File: src/rtl/qj_serial_adder.sv
// Multi-cycle add/subtract: K operand bits per enabled cycle, LSB slice first.
// Results are captured on the final slice and held until the next operation.
module qj_serial_adder #(
   parameter int WIDTH = 8,
   parameter int K     = 1
) (
   input  logic             clk,
   input  logic             rst,
   input  logic [2:0]       E,
   input  logic             start,
   input  logic             sub,
   input  logic [WIDTH-1:0] Ai,
   input  logic [WIDTH-1:0] Bi,
   input  logic             Cin,
   output logic             busy,
   output logic             done,
   output logic [WIDTH-1:0] Si,
   output logic             Co,
   output logic             Ov
);

   localparam int NSTEP = WIDTH / K;
   localparam int CW    = $clog2(NSTEP + 1);

   generate
      if (WIDTH < 2 || K < 1 || (WIDTH % K) != 0) begin : g_bad_params
         $error("qj_serial_adder: WIDTH must be >= 2 and K must divide WIDTH");
      end
   endgenerate

   typedef enum logic [1:0] {S_IDLE, S_RUN, S_DONE} state_t;

   state_t           r_state, w_state_nxt;
   logic [WIDTH-1:0] r_a, r_b, r_res;
   logic             r_carry;
   logic [CW-1:0]    r_cnt;
   logic [WIDTH-1:0] r_si;
   logic             r_co, r_ov;

   logic             w_en;
   logic             w_last;
   logic [K:0]       w_sum;
   logic             w_cmsb;
   logic [WIDTH-1:0] w_res_nxt;

   assign w_en   = E[2] & ~E[1] & ~E[0];
   assign w_last = (r_cnt == CW'(NSTEP - 1));
   assign w_sum  = {1'b0, r_a[K-1:0]} + {1'b0, r_b[K-1:0]} + {{K{1'b0}}, r_carry};
   // Carry into the slice's top bit, recovered from its sum and operand bits.
   assign w_cmsb = w_sum[K-1] ^ r_a[K-1] ^ r_b[K-1];

   generate
      if (K == WIDTH) begin : g_res_full
         assign w_res_nxt = w_sum[K-1:0];
      end else begin : g_res_shift
         assign w_res_nxt = {w_sum[K-1:0], r_res[WIDTH-1:K]};
      end
   endgenerate

   always_comb begin
      w_state_nxt = r_state;
      case (r_state)
         S_IDLE:  if (start && w_en) w_state_nxt = S_RUN;
         S_RUN:   if (w_en && w_last) w_state_nxt = S_DONE;
         S_DONE:  w_state_nxt = S_IDLE;
         default: w_state_nxt = S_IDLE;
      endcase
   end

   always_ff @(posedge clk) begin
      if (rst) begin
         r_state <= S_IDLE;
         r_a     <= '0;
         r_b     <= '0;
         r_res   <= '0;
         r_carry <= 1'b0;
         r_cnt   <= '0;
         r_si    <= '0;
         r_co    <= 1'b0;
         r_ov    <= 1'b0;
      end else begin
         r_state <= w_state_nxt;
         if (r_state == S_IDLE && start && w_en) begin
            r_a     <= Ai;
            r_b     <= sub ? ~Bi : Bi;
            r_carry <= sub ? 1'b1 : Cin;
            r_cnt   <= '0;
         end else if (r_state == S_RUN && w_en) begin
            r_a     <= r_a >> K;
            r_b     <= r_b >> K;
            r_carry <= w_sum[K];
            r_res   <= w_res_nxt;
            r_cnt   <= r_cnt + CW'(1);
            // Final slice: publish so outputs are valid throughout DONE.
            if (w_last) begin
               r_si <= w_res_nxt;
               r_co <= w_sum[K];
               r_ov <= w_cmsb ^ w_sum[K];
            end
         end
      end
   end

   assign busy = (r_state == S_RUN);
   assign done = (r_state == S_DONE);
   assign Si   = r_si;
   assign Co   = r_co;
   assign Ov   = r_ov;

endmodule

File: config.mk
export PLATFORM = sky130hd
export DESIGN_NAME = qj_serial_adder
export DESIGN_NICKNAME = d
export VERILOG_FILES = /design/src/rtl/qj_serial_adder.sv
export SDC_FILE = /design/constraint.sdc
export NUM_CORES = 1
export LEC_CHECK = 0
export ABC_AREA = 1
export CORE_ASPECT_RATIO = 1.25
export CORE_MARGIN = 2
export CORE_UTILIZATION = 40
export CTS_CLUSTER_DIAMETER = 120
export DETAILED_ROUTE_END_ITERATION = 10
export DONT_BUFFER_PORTS = 1
export PLACE_DENSITY = 0.63
export SKIP_LAST_GASP = 1
export SLEW_MARGIN = 25
export SYNTH_ARGS = -nofsm -noshare
export SYNTH_HDL_FRONTEND = slang
export SYNTH_SLANG_ARGS = --single-unit
File: constraint.sdc
create_clock -name clk -period 2.8 [get_ports clk]
set_input_delay 0.56 -clock clk [delete_from_list [all_inputs] [get_ports clk]]
set_output_delay 0.56 -clock clk [all_outputs]
set_load 0.05 [all_outputs]
==> metrics.log, run 1 <==
[metrics] most common library cell in the layout ignoring fill and taps: sky130_fd_sc_hd__nor2_1
[metrics] share of post-route cells with drive strength above 1: 0.0821
[metrics] total inserted antenna cells: 0
[metrics] number of buffers on the longest clock path: 2
[metrics] Slew Limit Headroom: 0.455
[metrics] leading cell types in the layout, fill and taps excluded: sky130_fd_sc_hd__nor2_1, sky130_fd_sc_hd__nand2_1, sky130_fd_sc_hd__dfxtp_1
[metrics] detailed route wirelength on metal3: 182 um
[metrics] main area contributors after synthesis: sky130_fd_sc_hd__dfxtp_1, sky130_fd_sc_hd__nor2_1, sky130_fd_sc_hd__nand2_1
[metrics] count of distinct cell types in the synthesized netlist: 27
[metrics] Worst Path Buf+Inv: 1
[metrics] detailed-routing wirelength on met1: 1.68 mm
[metrics] I/O pin cnt: 36
[metrics] H-tree levels: 2
[metrics] WL final: 3.58 mm
[metrics] post-synthesis cell type with the largest combined area: sky130_fd_sc_hd__dfxtp_1
[metrics] antenna-violating nets left: 0
[metrics] count of pins over their slew limit: 0
[metrics] xor/xnor share of the synthesized area: 0.0549
[metrics] portion of the post-synthesis area used by sequential elements: 0.418
[metrics] arrival time reported for the critical path endpoint: 1970 ps
[metrics] number of hold-repair buffers added at the cts stage: 0
[metrics] clock-pin transition on the worst setup and hold timing paths: 80 ps
[metrics] most prevalent standard cell on the critical path: sky130_fd_sc_hd__nor2_1
[metrics] Synth Instances: 270
[metrics] maximum single-stage delay on the critical path: 380 ps
[metrics] Max Fanout on Critical Path: 26
[metrics] status: complete, no violations
[metrics] kind of capture point of the worst setup path: register
[metrics] floorplan die width: 65.9 um
[metrics] Worst EP required: 2990 ps
[metrics] die height: 81.4 um
[metrics] TritonCTS Sinks: 40
[metrics] post-synthesis share of cell area spent on full adders, half adders and majority gates: 0.0170
[metrics] areal power density over the cells: 510 nW/um2
[metrics] wire length of the first global-routing pass: 6.34 mm
[metrics] sequence of cells on the critical path: inv_2, nor2_4, nand3_4, nand2_2, nor2_1, nor2_1, nor2_1
[metrics] area overhead of the layout relative to synthesis: 5.16%
[metrics] leak pwr: 0.949 nW
[metrics] setup repair after global routing missed its margin: no
[metrics] PnR Total Power: 1.03 mW
[metrics] total number of placement rows: 28
[metrics] syn_nets: 296
[metrics] final global-route overflow total: 0
[metrics] count of buffers inserted at the top-level ports: 0
[metrics] simple-gate portion of the synthesized area: 0.363
[metrics] final worst clock skew: 10.8 ps
[metrics] top layer reached by signal wires: met4
[metrics] overall global routing resource usage: 0.152
[metrics] Via-to-Cell Ratio: 4.69
[metrics] TNS Setup: 0 ps
[metrics] Final Hold Violating Endpoints: 0
[metrics] starting density of the core: 0.411
[metrics] clock insertion delay at the later pin of the skew report: 300 ps
[metrics] Starting DRT DRC Count: 94
[metrics] register bit total from synthesis: 40
[metrics] Post-Synthesis Cell Area: 1920 um2
[metrics] largest voltage drop on the vdd net: 0.234 mV
[metrics] worst-case setup slack after placement: 986 ps
[metrics] category of cells accounting for the largest share of critical-path delay: simple AND/OR/NAND/NOR gates
[metrics] Setup crit start kind: register
[metrics] post-layout min period: 1770 ps
[metrics] max-cap viol count: 0
[metrics] multiplexer share of the synthesized area: 0
[metrics] Final WS setup: 1030 ps
[metrics] max frequency: 564 MHz
[metrics] Resize count post-CTS: 0
[metrics] Warnings, synthesis: 0
[metrics] post-layout net count: 293
[metrics] number of failing setup endpoints in the final timing report: 0
[metrics] CTS tree: built
[metrics] DR pass1 iterations: 4
[metrics] class of the most critical setup path: register to register
[metrics] fraction of synthesized cell area taken by the top area cell type: 0.418
[metrics] Final Core Density: 0.432
[metrics] largest family of logic cells by synthesized area: simple AND/OR/NAND/NOR gates
[metrics] library cell used as clock root buffer: sky130_fd_sc_hd__clkbuf_8
[metrics] placer's final routability congestion estimate: 0.724
[metrics] full die area: 5360 um2
[metrics] Post-DP HPWL: 2.55 mm
[metrics] core footprint: 4660 um2
[metrics] largest net degree at the start of global routing: 32
[metrics] metal2 WL: 1.65 mm
[metrics] Setup Buffers After CTS: 0
[metrics] highest-delay cell along the critical path: sky130_fd_sc_hd__dfxtp_1
[metrics] antenna violations before repair: 0
[metrics] class of the worst hold path: input port to register
[metrics] Final Cycle Share: 0.633
[metrics] detailed-route via count: 1537
[metrics] post-synthesis compound-gate area fraction: 0.0666
[metrics] TritonCTS Buffers: 5
[metrics] average wire per standard cell: 10.9 um
[metrics] final routed DRC violation total: 0
[metrics] vias in the first global route: 1465
[metrics] mean cell area of the mapped netlist: 7.09 um2
[metrics] actual slew at the worst max-slew pin: 816 ps
sequential cells by signal, indices dropped and copies added (netlist names):
name and flops:
Co 1, Ov 1, Si 8, r_a 8
r_b 8, r_carry 1, r_cnt 4, r_res 7
r_state 2
cell type report:
type                    count  area [um2]
well taps                  60        75.1
flip-flops and latches     40         801
fillers                   498        2650
repair buffers              1        7.51
clock inverters             3        18.8
inverters                  22        82.6
multi-input cells         197         961
clock buffers               5        68.8
cells in the mapped netlist:
cell	number
sky130_fd_sc_hd__o21ai_0	18
sky130_fd_sc_hd__a21oi_1	5
sky130_fd_sc_hd__xor2_1	10
sky130_fd_sc_hd__dfxtp_1	40
sky130_fd_sc_hd__buf_4	3
sky130_fd_sc_hd__nor2_8	1
sky130_fd_sc_hd__nand3_1	16
sky130_fd_sc_hd__nor2_4	3
sky130_fd_sc_hd__o21ai_1	1
sky130_fd_sc_hd__inv_2	2
sky130_fd_sc_hd__nand2_1	61
sky130_fd_sc_hd__nand3_4	1
sky130_fd_sc_hd__or2_2	1
sky130_fd_sc_hd__nand4_1	1
sky130_fd_sc_hd__inv_1	20
sky130_fd_sc_hd__clkbuf_1	3
sky130_fd_sc_hd__buf_2	3
sky130_fd_sc_hd__buf_6	2
sky130_fd_sc_hd__ha_1	1
sky130_fd_sc_hd__nand2_2	2
sky130_fd_sc_hd__nor3_1	6
sky130_fd_sc_hd__fa_1	1
sky130_fd_sc_hd__xnor2_1	2
sky130_fd_sc_hd__nor2_1	63
sky130_fd_sc_hd__a21boi_0	1
sky130_fd_sc_hd__nor2_2	2
sky130_fd_sc_hd__nand2_4	1
per-stage QoR:
step	cells	hold slack (ps)	area [um2]
3_5_place_dp	320	467	1930
2_1_floorplan	270	444	1920
3_3_place_gp	320	453	1930
5_1_grt	328	313	2010
4_1_cts	328	322	2010
6_report	328	324	2010
power breakdown:
part / leakage, nW / internal, mW / switching, mW
clock network: 0.0479 / 0.174 / 0.210
registers: 0.323 / 0.577 / 0.00531
logic: 0.578 / 0.0220 / 0.0381
worst paths after layout:
path / start / endpoint / slack [ps] / depth (start not counted)
min reg2reg: r_cnt[3] / r_cnt[3] / 480 / 2
max: r_state[0] / r_b[6] / 1030 / 7
max reg2reg: r_state[0] / r_b[6] / 1030 / 7
min: rst / r_state[1] / 320 / 1
layer usage:
metal | GRT usage | up-vias
li1 | - | 832
met3 | 0.0443 | 7
met5 | 0 | -
met2 | 0.260 | 31
met1 | 0.175 | 667
met4 | 0.0667 | 0
logic make-up after synthesis:
family / after synthesis
XOR/XNOR: 12
AND/OR/NAND/NOR: 158
buffers and inverters: 33
flip-flops: 40
adder cells (fa/ha/maj): 2
AO/OA/AOI/OAI: 25
No activity file was read; power rests on OpenSTA's default activity.
==> run 2, diff against run 1 <==
Settings changed: PLACE_DENSITY 0.63 to 0.65.
Clock period 2.8 ns to 1.6 ns, I/O delays scaled along.
==> metrics.log, run 2 (synthesized netlist as in run 1, its figures left out) <==
[metrics] count of buffers inserted at the top-level ports: 0 (unchanged)
[metrics] launch instance of the worst register-to-register path: r_carry
[metrics] I/O pin cnt: 36 (unchanged)
[metrics] final worst clock skew: 1.27 ps (-9.52 ps)
[metrics] Setup crit start kind: register
[metrics] final routed DRC violation total: 0 (unchanged)
[metrics] number of hold-repair buffers added at the cts stage: 0 (unchanged)
[metrics] class of the worst hold path: input port to register
[metrics] Via-to-Cell Ratio: 4.73 (+0.88%)
[metrics] final global-route overflow total: 0 (unchanged)
[metrics] clock insertion delay at the later pin of the skew report: 290 ps (about the same)
[metrics] most common library cell in the layout ignoring fill and taps: sky130_fd_sc_hd__nor2_1
[metrics] class of the most critical setup path: register to register
[metrics] wire length of the first global-routing pass: 6.58 mm (+3.7%)
[metrics] CTS tree: built
[metrics] antenna-violating nets left: 0 (unchanged)
[metrics] total inserted antenna cells: 0 (unchanged)
[metrics] Hold Startpoint: rst
[metrics] sequence of cells on the critical path: fa_1, xnor2_2, inv_1, nand2_1, nand2_1, nor2_1, nor2_1
[metrics] areal power density over the cells: 867 nW/um2 (+70%)
[metrics] area overhead of the layout relative to synthesis: 9.86%
[metrics] Max Fanout on Critical Path: 3 (-88%)
[metrics] placed cell area: 2010 um2 (+4.2%)
[metrics] H-tree levels: 2 (unchanged)
[metrics] WL final: 3.74 mm (+4.2%)
[metrics] Fin Hold WS: 88.3 ps (-235 ps)
[metrics] kind of capture point of the worst setup path: register
[metrics] die height: 81.4 um (unchanged)
[metrics] floorplan die width: 65.9 um (unchanged)
[metrics] Post-DP HPWL: 2.71 mm (+6.1%)
[metrics] sink of the worst hold path: r_state[0]
[metrics] total number of placement rows: 28 (unchanged)
[metrics] actual slew at the worst max-slew pin: 518 ps (-298 ps)
[metrics] setup repair after global routing missed its margin: no
[metrics] Final Hold Violating Endpoints: 0 (unchanged)
[metrics] starting density of the core: 0.411 (unchanged)
[metrics] number of failing setup endpoints in the final timing report: 0 (unchanged)
[metrics] library cell used as clock root buffer: sky130_fd_sc_hd__clkbuf_8
[metrics] share of post-route cells with drive strength above 1: 0.108 (+0.0262)
[metrics] overall global routing resource usage: 0.160 (+0.00807)
[metrics] maximum single-stage delay on the critical path: 610 ps (+230 ps)
[metrics] Worst EP required: 1780 ps (-1210 ps)
[metrics] leading cell types in the layout, fill and taps excluded: sky130_fd_sc_hd__nor2_1, sky130_fd_sc_hd__nand2_1, sky130_fd_sc_hd__dfxtp_1
[metrics] worst reg-to-reg path cell count: 7 (unchanged)
[metrics] core footprint: 4660 um2 (unchanged)
[metrics] Final Cycle Share: 0.915 (+0.282)
[metrics] largest voltage drop on the vdd net: 0.520 mV (+120%)
[metrics] count of pins over their slew limit: 0 (unchanged)
[metrics] post-layout net count: 302 (+3.1%)
[metrics] post-layout min period: 1460 ps (-310 ps)
[metrics] leak pwr: 0.993 nW (+4.7%)
[metrics] status: complete, no violations
[metrics] Starting DRT DRC Count: 68 (-28%)
[metrics] max frequency: 683 MHz (+21%)
[metrics] hold path cells: 1 (unchanged)
[metrics] highest-delay cell along the critical path: sky130_fd_sc_hd__fa_1
[metrics] number of buffers on the longest clock path: 2 (unchanged)
[metrics] TritonCTS Buffers: 5 (unchanged)
[metrics] largest net degree at the start of global routing: 20 (-38%)
[metrics] average wire per standard cell: 11.1 um (+1.5%)
[metrics] clock-pin transition on the worst setup and hold timing paths: 70 ps (about the same)
[metrics] antenna violations before repair: 0 (unchanged)
[metrics] arrival time reported for the critical path endpoint: 1650 ps (-320 ps)
[metrics] vias in the first global route: 1541 (+5.2%)
[metrics] reg2reg end: Ov
[metrics] DR pass1 iterations: 4 (unchanged)
[metrics] TritonCTS Sinks: 40 (unchanged)
[metrics] max-cap viol count: 0 (unchanged)
[metrics] setup slack, reg-to-reg: 140 ps (-890 ps)
[metrics] Slew Limit Headroom: 0.654 (+0.199)
[metrics] full die area: 5360 um2 (unchanged)
[metrics] placer's final routability congestion estimate: 0.753 (+4.0%)
[metrics] detailed-route via count: 1593 (+3.6%)
[metrics] TNS Setup: 0 ps (unchanged)
[metrics] final cell area excluding filler cells: 2100 um2 (+4.5%)
==> run 2: changes by cell type in the layout (fill, tap and decap cells not counted), sizes merged <==
cell	delta
buf	+9
clkbuf	+3
clkinv	-3
==> run 2: per-layer routing <==
layer	vias up	wire (um)	part of all wire	track usage
li1	843	-	-	-
met1	715	1620	0.43	0.176
met2	28	1890	0.51	0.287
met3	7	156	0.042	0.0388
met4	0	69	0.018	0.0750
met5	-	0	0	0
==> run 2: through the flow <==
stage / util / total power, mW / worst slack (ps) / instances
2_1_floorplan: - / 1.14 / 173 / 270
3_3_place_gp: 0.431 / 1.16 / 170 / 329
3_5_place_dp: 0.431 / 1.16 / 127 / 329
4_1_cts: 0.450 / 1.85 / 107 / 337
5_1_grt: 0.452 / 1.92 / 2.00 / 337
6_report: 0.452 / 1.83 / 136 / 337
==> run 2: critical path, delay by kind of cell (launching register included) <==
kind / cells / cell delay (ps)
AND/OR/NAND/NOR: 4 / 220
XOR/XNOR: 1 / 140
flip-flops: 1 / 330
adder cells (fa/ha/maj): 1 / 610
buffers and inverters: 1 / 50
==> run 2: where the power goes <==
part           leakage (nW)  internal (mW)  switching [mW]
sequential            0.323           1.01         0.00922
clock                0.0455          0.352           0.337
combinational         0.625         0.0474          0.0697
==> run 2: repair_timing <==
action,4_1_cts,5_1_grt
setup buffers,0,0
setup endpoints to repair,0,1
gates resized for setup,0,1
==> run 2: cell type report <==
type                       count  area (um2)
clock buffer                   8        90.1
fill                         496        2550
inverter                      22        82.6
multi-input combinational    197         968
sequential                    40         801
tap                           60        75.1
timing repair buffer          10        87.6
==> run 2: how the worst max path moves through the flow <==
stage,startpoint,end,cells past startpoint
2_1_floorplan,r_state[0],r_res[6],6
4_1_cts,r_a[0],Ov,7
6_report,r_carry,Ov,7
3_3_place_gp,r_a[0],Ov,7
5_1_grt,r_b[0],Ov,7
3_5_place_dp,r_a[0],Ov,7
==> run 3, diff against run 2 <==
Settings changed: CORE_MARGIN 2 to not set.
==> metrics.log, run 3 (synthesized netlist as in run 1, its figures left out) <==
[metrics] Fillers: 490 (-1.2%)
[metrics] floorplan die width: 63.9 um (-3.0%)
[metrics] final routed DRC violation total: 0 (unchanged)
[metrics] leak pwr: 1.00 nW (+0.79%)
[metrics] actual slew at the worst max-slew pin: 517 ps (-0.997 ps)
[metrics] DR pass1 iterations: 4 (unchanged)
[metrics] count of pins over their slew limit: 0 (unchanged)
[metrics] class of the most critical setup path: register to register
[metrics] Via-to-Cell Ratio: 4.69 (-0.79%)
[metrics] kind of capture point of the worst setup path: register
[metrics] post-layout net count: 302 (unchanged)
[metrics] max frequency: 670 MHz (-1.9%)
[metrics] post-layout min period: 1490 ps (+27.6 ps)
[metrics] Storage cell area: 801 um2 (unchanged)
[metrics] antenna violations before repair: 0 (unchanged)
[metrics] Max Fanout on Critical Path: 3 (unchanged)
[metrics] placer's final routability congestion estimate: 0.754 (+0.19%)
[metrics] crit path launch: r_a[0]
[metrics] Setup crit start kind: register
[metrics] full die area: 5070 um2 (-5.4%)
[metrics] total inserted antenna cells: 0 (unchanged)
[metrics] Slew Limit Headroom: 0.655 (+0.000665)
[metrics] areal power density over the cells: 943 nW/um2 (+8.7%)
[metrics] largest voltage drop on the vdd net: 0.451 mV (-13%)
[metrics] class of the worst hold path: input port to register
[metrics] status: complete, no violations
[metrics] count of buffers inserted at the top-level ports: 0 (unchanged)
[metrics] average wire per standard cell: 11.0 um (-1.1%)
[metrics] die height: 79.4 um (-2.5%)
[metrics] number of failing setup endpoints in the final timing report: 0 (unchanged)
[metrics] clock insertion delay at the later pin of the skew report: 300 ps (about the same)
[metrics] overall global routing resource usage: 0.168 (+0.00821)
[metrics] most common library cell in the layout ignoring fill and taps: sky130_fd_sc_hd__nor2_1
[metrics] Post-DP HPWL: 2.64 mm (-2.6%)
[metrics] antenna-violating nets left: 0 (unchanged)
[metrics] Final Cycle Share: 0.932 (+0.0173)
[metrics] wire length of the first global-routing pass: 6.60 mm (+0.43%)
[metrics] TritonCTS Buffers: 5 (unchanged)
[metrics] final worst clock skew: 6.18 ps (+4.91 ps)
[metrics] area overhead of the layout relative to synthesis: 10.4%
[metrics] I/O pin cnt: 36 (unchanged)
[metrics] detailed-route via count: 1571 (-1.4%)
[metrics] end of the critical path: Ov
[metrics] TritonCTS Sinks: 40 (unchanged)
[metrics] clock-pin transition on the worst setup and hold timing paths: 80 ps (about the same)
[metrics] Placed Cells: 327 (-0.61%)
[metrics] CTS tree: built
[metrics] number of standard cells in the final layout excluding fillers: 335 (-0.59%)
[metrics] H-tree levels: 2 (unchanged)
[metrics] setup repair after global routing missed its margin: no
[metrics] Final WS setup: 108 ps (-27.6 ps)
[metrics] final global-route overflow total: 0 (unchanged)
[metrics] launch instance of the worst register-to-register path: r_a[0]
[metrics] total number of placement rows: 27 (-3.6%)
[metrics] TNS Setup: 0 ps (unchanged)
[metrics] Final Hold Violating Endpoints: 0 (unchanged)
[metrics] area occupied by multi-input gates: 968 um2 (unchanged)
[metrics] worst reg-to-reg path cell count: 7 (unchanged)
[metrics] number of buffers on the longest clock path: 2 (unchanged)
[metrics] core footprint: 4490 um2 (-3.6%)
[metrics] Fin Hold WS: 76.4 ps (-11.9 ps)
[metrics] WL final: 3.67 mm (-1.7%)
[metrics] Worst EP required: 1800 ps (+20 ps)
[metrics] share of post-route cells with drive strength above 1: 0.116 (+0.00722)
[metrics] worst-case setup slack after placement: 124 ps (-3.21 ps)
[metrics] number of hold-repair buffers added at the cts stage: 0 (unchanged)
[metrics] arrival time reported for the critical path endpoint: 1690 ps (+40 ps)
[metrics] starting density of the core: 0.426 (+0.0152)
[metrics] max-cap viol count: 0 (unchanged)
[metrics] leading cell types in the layout, fill and taps excluded: sky130_fd_sc_hd__nor2_1, sky130_fd_sc_hd__nand2_1, sky130_fd_sc_hd__dfxtp_1
[metrics] Starting DRT DRC Count: 62 (-8.8%)
[metrics] PnR Total Power: 1.99 mW (+9.2%)
[metrics] vias in the first global route: 1507 (-2.2%)
[metrics] reg2reg end: Ov
[metrics] largest net degree at the start of global routing: 23 (+15%)
[metrics] library cell used as clock root buffer: sky130_fd_sc_hd__clkbuf_8
[metrics] setup slack, reg-to-reg: 110 ps (-30 ps)
run 3: cell count changes in the layout (fill, tap and decap cells not counted):
cell / delta
sky130_fd_sc_hd__clkbuf_1: -2
sky130_fd_sc_hd__buf_12: -1
sky130_fd_sc_hd__buf_4: +1
sky130_fd_sc_hd__bufinv_16: +1
sky130_fd_sc_hd__clkbuf_8: -1
sky130_fd_sc_hd__clkinvlp_4: +1
sky130_fd_sc_hd__inv_6: +1
run 3: timing repair:
action                                  4_1_cts  5_1_grt
setup buffers                                 0        0
endpoints found under the setup margin        0        1
gates resized for setup                       0        1
run 3: through the flow:
stage	instance area (um2)	util
after floorplan	1920	-
after global placement	1990	0.443
after detailed placement	1990	0.443
after CTS	2110	0.469
after global routing	2110	0.471
final	2110	0.471
run 3: cell type report:
class                           count  area share
Sequential cell                    40       0.379
Clock inverter                      3      0.0219
Timing Repair Buffer               10      0.0355
Clock buffer                        5      0.0325
Multi-Input combinational cell    197       0.458
Inverter                           22      0.0391
Tap cell                           58      0.0343
run 3: worst min path at each step:
stage	startpoint	depth (start not counted)	end
final	rst	1	r_state[1]
after floorplan	Ai[7]	2	r_a[7]
after global placement	rst	1	r_b[7]
after CTS	rst	1	r_state[0]
after global routing	rst	1	r_state[1]
after detailed placement	rst	1	r_state[0]
run 3: layer usage:
layer	part of all wire	track usage
met5	0	0
met4	0.016	0.0682
met3	0.050	0.0500
met2	0.49	0.293
met1	0.44	0.190
run 3: worst max-delay path, cell delays in order, from the launching register on:
cell and delay (ps):
sky130_fd_sc_hd__dfxtp_1 350, sky130_fd_sc_hd__fa_1 630, sky130_fd_sc_hd__xnor2_2 130, sky130_fd_sc_hd__inv_1 50, sky130_fd_sc_hd__nand2_1 50, sky130_fd_sc_hd__nand2_1 50
sky130_fd_sc_hd__nor2_1 80, sky130_fd_sc_hd__nor2_1 40
run 3: where the power goes:
part | internal, mW | switching, mW
combinational | 0.0470 | 0.0698
clock | 0.470 | 0.388
sequential | 1.01 | 0.00934
total | 1.53 | 0.467
